===== config.mk =====
export PLATFORM = sky130hd
export DESIGN_NAME = rnd_flags_pipe
export DESIGN_NICKNAME = d
export VERILOG_FILES = /design/src/rtl/rnd_flags_pkg.sv /design/src/rtl/rnd_lzc.sv /design/src/rtl/rnd_flags_pipe.sv
export SDC_FILE = /design/constraint.sdc
export NUM_CORES = 1
export LEC_CHECK = 0
export BUFFER_PORTS_ARGS = -buffer_cell sky130_fd_sc_hd__buf_2
export CAP_MARGIN = 0
export CORE_ASPECT_RATIO = 0.9
export CORE_MARGIN = 2
export CORE_UTILIZATION = 45
export DETAILED_ROUTE_END_ITERATION = 8
export PLACE_DENSITY = 0.72
export SYNTH_ARGS = -nofsm -noshare
export SYNTH_HDL_FRONTEND = slang
export SYNTH_SLANG_ARGS = --single-unit

===== constraint.sdc =====
create_clock -name clk -period 3.6 [get_ports clk]
set_input_delay 0.54 -clock clk [delete_from_list [all_inputs] [get_ports clk]]
set_output_delay 0.54 -clock clk [all_outputs]
set_load 0.05 [all_outputs]

===== src/rtl/rnd_flags_pkg.sv =====
// rnd_flags_pkg: format encodings and per-format rounding constants.
// Half precision constants exist only when RND_FLAGS_HALF_EN is defined.
package rnd_flags_pkg;

    typedef enum logic [1:0] {
        FMT_SP  = 2'b00,
        FMT_DP  = 2'b01,
        FMT_HP  = 2'b10,
        FMT_RSV = 2'b11
    } fmt_e;

    localparam int CW = 11;

    localparam logic [CW-1:0] BIAS_SP = 11'd127;
    localparam logic [CW-1:0] BIAS_DP = 11'd1023;
    localparam logic [CW-1:0] EMAX_SP = 11'd127;
    localparam logic [CW-1:0] EMAX_DP = 11'd1023;
`ifdef RND_FLAGS_HALF_EN
    localparam logic [CW-1:0] BIAS_HP = 11'd15;
    localparam logic [CW-1:0] EMAX_HP = 11'd15;
`endif

    function automatic logic [CW-1:0] bias_of(fmt_e f);
        logic [CW-1:0] b;
        b = '0;
        case (f)
            FMT_SP:  b = BIAS_SP;
            FMT_DP:  b = BIAS_DP;
`ifdef RND_FLAGS_HALF_EN
            FMT_HP:  b = BIAS_HP;
`endif
            default: b = '0;
        endcase
        return b;
    endfunction

    function automatic logic [CW-1:0] emax_of(fmt_e f);
        logic [CW-1:0] m;
        m = '0;
        case (f)
            FMT_SP:  m = EMAX_SP;
            FMT_DP:  m = EMAX_DP;
`ifdef RND_FLAGS_HALF_EN
            FMT_HP:  m = EMAX_HP;
`endif
            default: m = '0;
        endcase
        return m;
    endfunction

    // Formats that may raise TINY/OVF1; anything else is reserved.
    function automatic logic fmt_ok(fmt_e f);
        logic ok;
        ok = 1'b0;
        case (f)
            FMT_SP:  ok = 1'b1;
            FMT_DP:  ok = 1'b1;
`ifdef RND_FLAGS_HALF_EN
            FMT_HP:  ok = 1'b1;
`endif
            default: ok = 1'b0;
        endcase
        return ok;
    endfunction

endpackage


===== src/rtl/rnd_lzc.sv =====
// rnd_lzc: combinational leading-zero counter.
// lz is W and zero is set when the input is all zeros.
module rnd_lzc #(
    parameter  int W   = 57,
    localparam int LZW = $clog2(W + 1)
) (
    input  logic [W-1:0]   d,
    output logic [LZW-1:0] lz,
    output logic           zero
);

    // Scan upward so the highest set bit determines the count.
    always_comb begin
        lz   = LZW'(W);
        zero = 1'b1;
        for (int i = 0; i < W; i++) begin
            if (d[i]) begin
                lz   = LZW'(W - 1 - i);
                zero = 1'b0;
            end
        end
    end

endmodule


===== src/rtl/rnd_flags_pipe.sv =====
// rnd_flags_pipe: 2-stage elastic pre-rounding TINY/OVF1 detector.
// Define RND_FLAGS_HALF_EN to accept fmt=10 as half precision.
module rnd_flags_pipe
    import rnd_flags_pkg::*;
#(
    parameter  int FW  = 57,
    parameter  int EW  = 13,
    localparam int LZW = $clog2(FW + 1)
) (
    input  logic           clk,
    input  logic           rst_n,
    input  logic           in_valid,
    output logic           in_ready,
    input  logic [FW-1:0]  fr,
    input  logic [EW-1:0]  er,
    input  logic [1:0]     fmt,
    output logic           out_valid,
    input  logic           out_ready,
    output logic [LZW-1:0] lz,
    output logic           zero,
    output logic           tiny,
    output logic           ovf1,
    output logic [1:0]     fmt_o,
    input  logic           clr_sticky,
    output logic           tiny_sticky,
    output logic           ovf_sticky
);

    logic           w_s1_adv;
    logic           w_s2_adv;
    logic           w_fire;
    logic [LZW-1:0] w_lz;
    logic           w_zero;

    logic           r_s1_valid;
    logic           r_s1_msb;
    logic [EW-1:0]  r_s1_er;
    fmt_e           r_s1_fmt;
    logic [LZW-1:0] r_s1_lz;
    logic           r_s1_zero;

    logic           r_s2_valid;
    logic [LZW-1:0] r_lz;
    logic           r_zero;
    logic           r_tiny;
    logic           r_ovf1;
    logic [1:0]     r_fmt;
    logic           r_tiny_sticky;
    logic           r_ovf_sticky;

    logic [CW-1:0]  w_bias;
    logic [CW-1:0]  w_emax;
    logic           w_fmt_ok;
    logic [EW:0]    w_bias_x;
    logic [EW:0]    w_lz_x;
    logic [EW:0]    w_t;
    logic [EW-1:0]  w_emax_x;
    logic           w_er_gt;
    logic           w_er_eq;
    logic           w_tiny;
    logic           w_ovf1;

    rnd_lzc #(.W(FW)) u_lzc (
        .d    (fr),
        .lz   (w_lz),
        .zero (w_zero)
    );

    assign w_s2_adv = !r_s2_valid | out_ready;
    assign w_s1_adv = !r_s1_valid | w_s2_adv;
    assign w_fire   = r_s2_valid & out_ready;
    assign in_ready = w_s1_adv;

    assign w_bias   = bias_of(r_s1_fmt);
    assign w_emax   = emax_of(r_s1_fmt);
    assign w_fmt_ok = fmt_ok(r_s1_fmt);

    // Biased exponent after normalisation, one guard bit for the sign.
    assign w_bias_x = {{(EW + 1 - CW){1'b0}}, w_bias};
    assign w_lz_x   = {{(EW + 1 - LZW){1'b0}}, r_s1_lz};
    assign w_t      = {r_s1_er[EW-1], r_s1_er} - w_lz_x + w_bias_x;
    assign w_tiny   = w_fmt_ok & ~r_s1_zero & w_t[EW];

    assign w_emax_x = {{(EW - CW){1'b0}}, w_emax};
    assign w_er_gt  = $signed(r_s1_er) > $signed(w_emax_x);
    assign w_er_eq  = r_s1_er == w_emax_x;
    assign w_ovf1   = w_fmt_ok & ~r_s1_zero &
                      (w_er_gt | (w_er_eq & r_s1_msb));

    // Stage 1: capture the beat together with its leading-zero count.
    always_ff @(posedge clk or negedge rst_n) begin
        if (!rst_n) begin
            r_s1_valid <= 1'b0;
            r_s1_msb   <= 1'b0;
            r_s1_er    <= '0;
            r_s1_fmt   <= FMT_SP;
            r_s1_lz    <= '0;
            r_s1_zero  <= 1'b0;
        end else if (w_s1_adv) begin
            r_s1_valid <= in_valid;
            if (in_valid) begin
                r_s1_msb  <= fr[FW-1];
                r_s1_er   <= er;
                r_s1_fmt  <= fmt_e'(fmt);
                r_s1_lz   <= w_lz;
                r_s1_zero <= w_zero;
            end
        end
    end

    // Stage 2: register the flags; a stalled beat keeps its outputs.
    always_ff @(posedge clk or negedge rst_n) begin
        if (!rst_n) begin
            r_s2_valid <= 1'b0;
            r_lz       <= '0;
            r_zero     <= 1'b0;
            r_tiny     <= 1'b0;
            r_ovf1     <= 1'b0;
            r_fmt      <= 2'b00;
        end else if (w_s2_adv) begin
            r_s2_valid <= r_s1_valid;
            if (r_s1_valid) begin
                r_lz   <= r_s1_lz;
                r_zero <= r_s1_zero;
                r_tiny <= w_tiny;
                r_ovf1 <= w_ovf1;
                r_fmt  <= r_s1_fmt;
            end
        end
    end

    // Sticky status: a delivered set flag beats a simultaneous clear.
    always_ff @(posedge clk or negedge rst_n) begin
        if (!rst_n) begin
            r_tiny_sticky <= 1'b0;
            r_ovf_sticky  <= 1'b0;
        end else begin
            r_tiny_sticky <= (r_tiny_sticky & ~clr_sticky) |
                             (w_fire & r_tiny);
            r_ovf_sticky  <= (r_ovf_sticky & ~clr_sticky) |
                             (w_fire & r_ovf1);
        end
    end

    assign out_valid   = r_s2_valid;
    assign lz          = r_lz;
    assign zero        = r_zero;
    assign tiny        = r_tiny;
    assign ovf1        = r_ovf1;
    assign fmt_o       = r_fmt;
    assign tiny_sticky = r_tiny_sticky;
    assign ovf_sticky  = r_ovf_sticky;

endmodule


==> results of run 1 <==
==> sequential cells by signal, summed over array words and instances (netlist names) <==
register and flops:
ovf_sticky 1, r_s1_zero 1, r_s1_fmt 2, r_s1_msb 1, tiny 1, zero 1
lz 6, tiny_sticky 1, r_s1_lz 6, r_s1_er 13, fmt_o 2, ovf1 1
out_valid 1, r_s1_valid 1
==> cell type report <==
type / instances / area (sq um) / area share [%]
multi-input combinational: 239 / 1760 / 50.2
sequential: 38 / 951 / 27.1
timing repair buffer: 92 / 463 / 13.2
inverter: 38 / 143 / 4.07
tap: 87 / 109 / 3.10
clock buffer: 5 / 68.8 / 1.96
clock inverter: 2 / 10.0 / 0.286
==> per-stage QoR <==
step,cells,hold WS [ps]
after floorplan,319,244
after global placement,494,459
after detailed placement,494,469
after CTS,501,386
after global routing,501,425
final,501,351
==> synth_stat cells, types with 3 or more instances <==
cell	number
inv_1	38
o2111ai_1	3
dfrtp_1	38
ha_1	30
o21ai_1	3
a211oi_1	3
nor4_1	14
o21ai_0	19
nand3_1	5
nor3_1	20
o31ai_1	4
mux2_2	19
nand4_1	3
a22o_1	3
a21oi_1	14
fa_1	5
nand2_1	22
nor2_1	28
nand2b_1	6
o21a_1	4
==> critical path, delay by kind of cell, from the launching register on <==
| kind | cells | cell delay, ps |
|---|---|---|
| AOI/OAI and AO/OA | 5 | 900 |
| adders and majority gates | 2 | 780 |
| buffers and inverters | 1 | 350 |
| DFF | 1 | 520 |
| and+or+nand+nor | 1 | 140 |
==> cell families after synthesis <==
logic type,share of synthesized area [%]
and+or+nand+nor,19.8
adders and majority gates,16.5
DFF,33.0
muxes,7.77
AOI/OAI and AO/OA,17.0
buffers and inverters,5.86
==> worst min path at each step <==
stage,start,endpoint,slack (ps)
floorplan,rst_n,fmt_o[0],240
detailed placement,lz[5],lz[5],470
finish,rst_n,r_s1_er[8],350
CTS,rst_n,r_s1_er[11],390
global placement,lz[1],lz[1],460
global route,rst_n,r_s1_er[8],430
==> power by group <==
part | internal (uW) | leakage, uW | total (uW) | switching [uW]
logic | 218 | 0.00119 | 539 | 321
registers | 480 | 0.000475 | 528 | 48.3
clock network | 130 | 0.0000438 | 267 | 137
total | 828 | 0.00171 | 1330 | 506
==> routing by layer <==
layer	up-vias	global-route usage (%)	share of wire, %
li1	1352	-	-
met1	1245	28.8	49
met2	72	28.6	44
met3	6	3.72	5.7
met4	0	6.67	1.2
met5	-	0	0
==> metrics.cfg, run 1 <==
[timing]
rsz0062_at_grt = false
tightest_slew_ps = 897
max_slew_margin_pct = 40.1
fin_crit_sh_pct = 78.0
finalHoldViolations = 0
fmax_mhz = 356
setup_viol = 0
setup_ws_ps = 791
period_needed_ps = 2810
setup_tns_ps = 0
skew_ps = 4.32
final_max_slew_viol_count = 0

[pwr]
powerDensity_nw_per_um2 = 381
p_leak_uw = 0.00171
power_uw = 1330
ir_drop_mv = 0.178

[layout]
fill_cells = 597
layout.nets = 526
layout_commonest_cell = buf_2
drive_gt1_share_pct = 29.5
final_cell_mix = buf_2 (91), inv_1 (38), dfrtp_1 (38)
fin_area_sq_um = 3510
final_util_pct = 57.0
diodes = 0
area_delta_synth_final_pct = 21.7

[placement]
port_buffers = 91
hpwlAfterDp_mm = 5.60
gp_congestion = 0.884
dpl_cell_area_sq_um = 3430
place_ws_ps = 860

[yosys]
ys_async_sr_fraction_pct = 100
yosysSeqAreaShare_pct = 33.0
ys_types = 49
synth_edf_count = 0
synthCells = 319
synth_ff_type = dfrtp_1
ys_ff_latch = 38
netlist_area_sq_um = 2880
synth_area_leaders = dfrtp_1 (33%), ha_1 (13%), mux2_2 (7.4%), inv_1 (5.0%), nor2_1 (3.6%)
synth_top_area_share_pct = 33.0
synth_area_leader_cell = dfrtp_1
synth_fp_nets = 431
yosys_warnings = 0
syn_area_per_cell_sq_um = 9.03

[status]
status = complete, no violations

[worst_setup_path]
rr_startpoint = r_s1_fmt[1]
start_kind = flop
critical_path_class = reg -> reg
crit_arrival_ps = 2980
crit_slowest_cell = dfrtp_1
critPathMaxStageDelay_ps = 520
ff2ff_setup_slack_ps = 790
cp-end-kind = flop
cp_max_fo = 12
r2r_end = tiny
critical_path_required_ps = 3770
startpoint = r_s1_fmt[1]
crit_path_end = tiny
worstPathCellList = inv_1 -> fa_1 -> ha_1 -> and3b_1 -> o211a_1 -> o21ai_0 -> a211oi_1 -> o2111ai_1 -> a22o_1
reg2reg_depth = 9

[route]
wl_per_cell_microns = 13.5
wirelength_mm = 6.76
ant_nets = 0
drtPass1Iterations = 4
drtIter0Drc = 148
via_count = 2675
drc = 0
vias_per_cell = 5.34

[grt]
grt_pass1_vias = 2469
grt_max_degree = 39
grt_pass1_wl_mm = 11.0
antenna_found_initial = 0
grt_remaining_overflow = 0
grtUsageTotal_pct = 19.6

[clock_network]
htreeDepth = 2
cts_tree = built
cts-root-buf = clkbuf_8
clockBufferDepth = 2
cts-resized-gates = 0
post_cts_buffers = 0
cts_buffers = 5
clock_latency_ps = 280
clk_pin_slew_ps = 70
hold_buffers = 0
cts_sinks = 38

[floorplan]
die_h_microns = 79.9
die_area_sq_um = 7060
ioPinCount = 92
floorplan.initialDensity_pct = 46.9
row_count = 27
die_w_microns = 88.4
core_area_sq_um = 6150

[flow_run]
maxCapViolCount = 0

[hold_path]
hold_path.class = in -> async

(Power assumes the default switching activity.)
==> run 2, diff against run 1 <==
- clock period: 3.6 -> 2.71 ns (I/O delays scaled with it)
==> run 2 against run 1 <==
Power up 35%. Cell count up 0.80%. First-iteration DRC count up 6.8%. Register-to-register slack worse by 480 ps. Count of clock-buffer cells in the layout up 2. Clock power up 39%. Die area unchanged.
==> metrics.cfg, run 2 (synthesis gave the netlist of run 1 again) <==
[grt]
grtUsageTotal_pct = 21.1  ; was 19.6%
grt_pass1_wl_mm = 11.7  ; was 11.0 mm
grt_remaining_overflow = 0  ; unchanged
antenna_found_initial = 0  ; unchanged
grt_max_degree = 39  ; unchanged
grt_pass1_vias = 2587  ; was 2469

[layout]
layout.nets = 530  ; was 526
largest_register_ffs = 13  ; unchanged
layout_commonest_cell = buf_2  ; unchanged
final_cell_mix = buf_2 (91), inv_1 (38), dfrtp_1 (38)  ; unchanged
diodes = 0  ; unchanged
largest-register = r_s1_er  ; unchanged
area_delta_synth_final_pct = 22.6  ; was 21.7%
drive_gt1_share_pct = 29.7  ; was 29.5%

[route]
wl_met2_mm = 3.25  ; was 3.00 mm
wirelength_mm = 7.10  ; was 6.76 mm
drc = 0  ; unchanged
vias_per_cell = 5.31  ; was 5.34
drtIter0Drc = 158  ; was 148
ant_nets = 0  ; unchanged
highest_layer = met4  ; unchanged
via_count = 2683  ; was 2675
wl_per_cell_microns = 14.0  ; was 13.5 microns
wl_met1_mm = 3.43  ; was 3.29 mm
drtPass1Iterations = 4  ; unchanged
wl_met3_microns = 299  ; was 385 microns

[pwr]
powerDensity_nw_per_um2 = 509  ; was 381 nW/um^2
ir_drop_mv = 0.388  ; was 0.178 mV
p_leak_uw = 0.00172  ; was 0.00171 uW

[clock_network]
cts_buffers = 5  ; unchanged
cts_tree = built  ; unchanged
hold_buffers = 0  ; unchanged
clk_pin_slew_ps = 70  ; about the same
cts_sinks = 38  ; unchanged
post_cts_buffers = 0  ; unchanged
cts-resized-gates = 0  ; unchanged
clockBufferDepth = 2  ; unchanged
htreeDepth = 2  ; unchanged
cts-root-buf = clkbuf_8  ; unchanged
clock_latency_ps = 290  ; was 280 ps

[floorplan]
die_h_microns = 79.9  ; unchanged
die_area_sq_um = 7060  ; unchanged
row_count = 27  ; unchanged
floorplan.initialDensity_pct = 46.9  ; unchanged
core_area_sq_um = 6150  ; unchanged
die_w_microns = 88.4  ; unchanged
ioPinCount = 92  ; unchanged

[worst_setup_path]
crit_path_end = tiny  ; unchanged
r2r_end = tiny  ; unchanged
critical_path_class = reg -> reg  ; unchanged
reg2reg_depth = 9  ; unchanged
critical_path_required_ps = 2900  ; was 3770 ps
rr_startpoint = r_s1_fmt[1]  ; unchanged
cp_max_fo = 5  ; was 12
cp-end-kind = flop  ; unchanged
startpoint = r_s1_fmt[1]  ; unchanged
crit_arrival_ps = 2580  ; was 2980 ps
ff2ff_setup_slack_ps = 310  ; was 790 ps
start_kind = flop  ; unchanged

[placement]
hpwlAfterDp_mm = 5.84  ; was 5.60 mm
port_buffers = 91  ; unchanged
gp_congestion = 0.867  ; was 0.884

[timing]
tightest_slew_ps = 847  ; was 897 ps
setup_tns_ps = 0  ; unchanged
setup_viol = 0  ; unchanged
max_slew_margin_pct = 43.5  ; was 40.1%
finalHoldViolations = 0  ; unchanged
period_needed_ps = 2400  ; was 2810 ps
holdWs_ps = 211  ; was 351 ps
skew_ps = 2.68  ; was 4.32 ps
rsz0062_at_grt = false  ; unchanged
final_max_slew_viol_count = 0  ; unchanged
fmax_mhz = 417  ; was 356 MHz
fin_crit_sh_pct = 88.5  ; was 78.0%

[status]
status = complete, no violations  ; unchanged

[hold_path]
hold_path.class = in -> async  ; unchanged

[flow_run]
maxCapViolCount = 0  ; unchanged

run 2: cell types whose count changed in the layout (fill, tap and decap cells not counted), sizes merged:
cell,before,now
clkbuf,5,7
clkinv,2,0
buf,92,96
run 2: worst min-delay path by stage:
stage	from	cells past startpoint	end	slack, ps
3_5_place_dp	lz[5]	2	lz[5]	470
3_3_place_gp	lz[5]	2	lz[5]	460
5_1_grt	rst_n	1	r_s1_er[10]	280
2_1_floorplan	rst_n	0	fmt_o[0]	110
4_1_cts	rst_n	1	r_s1_er[9]	250
6_report	rst_n	1	r_s1_er[10]	210
run 2: cell type report:
cell class	instances	area (sq um)
multi-input cells	239	1760
repair buffers	96	493
flip-flops and latches	38	951
fillers	594	2620
inverters	38	143
well taps	87	109
clock buffers	7	76.3
run 2: layer usage:
layer / vias up / track usage [%]
li1: 1370 / -
met2: 67 / 33.0
met4: 0 / 6.21
met5: - / 0
met1: 1234 / 30.1
met3: 12 / 3.10
run 2: worst max-delay path, cell delays in order, from the launching register on:
cell	delay, ps
dfrtp_1	370
inv_1	190
fa_1	460
ha_1	280
and3b_1	150
o211a_1	130
o21ai_0	100
a211oi_1	270
o2111ai_1	130
a22o_1	200
run 2: power by group:
part	internal, uW	total (uW)	switching, uW
clock	177	370	193
combinational	296	730	434
sequential	638	698	59.7
run 2: through the flow:
| step | worst slack, ps | instance area [sq um] | utilization [%] | total power (uW) | cells |
|---|---|---|---|---|---|
| after global placement | 398 | 3460 | 56.2 | 1420 | 498 |
| after CTS | 309 | 3530 | 57.5 | 1810 | 505 |
| after global routing | 146 | 3530 | 57.5 | 1940 | 505 |
| after detailed placement | 341 | 3460 | 56.2 | 1440 | 498 |
| after floorplan | 365 | 2880 | - | 1190 | 319 |
| final | 312 | 3530 | 57.5 | 1800 | 505 |
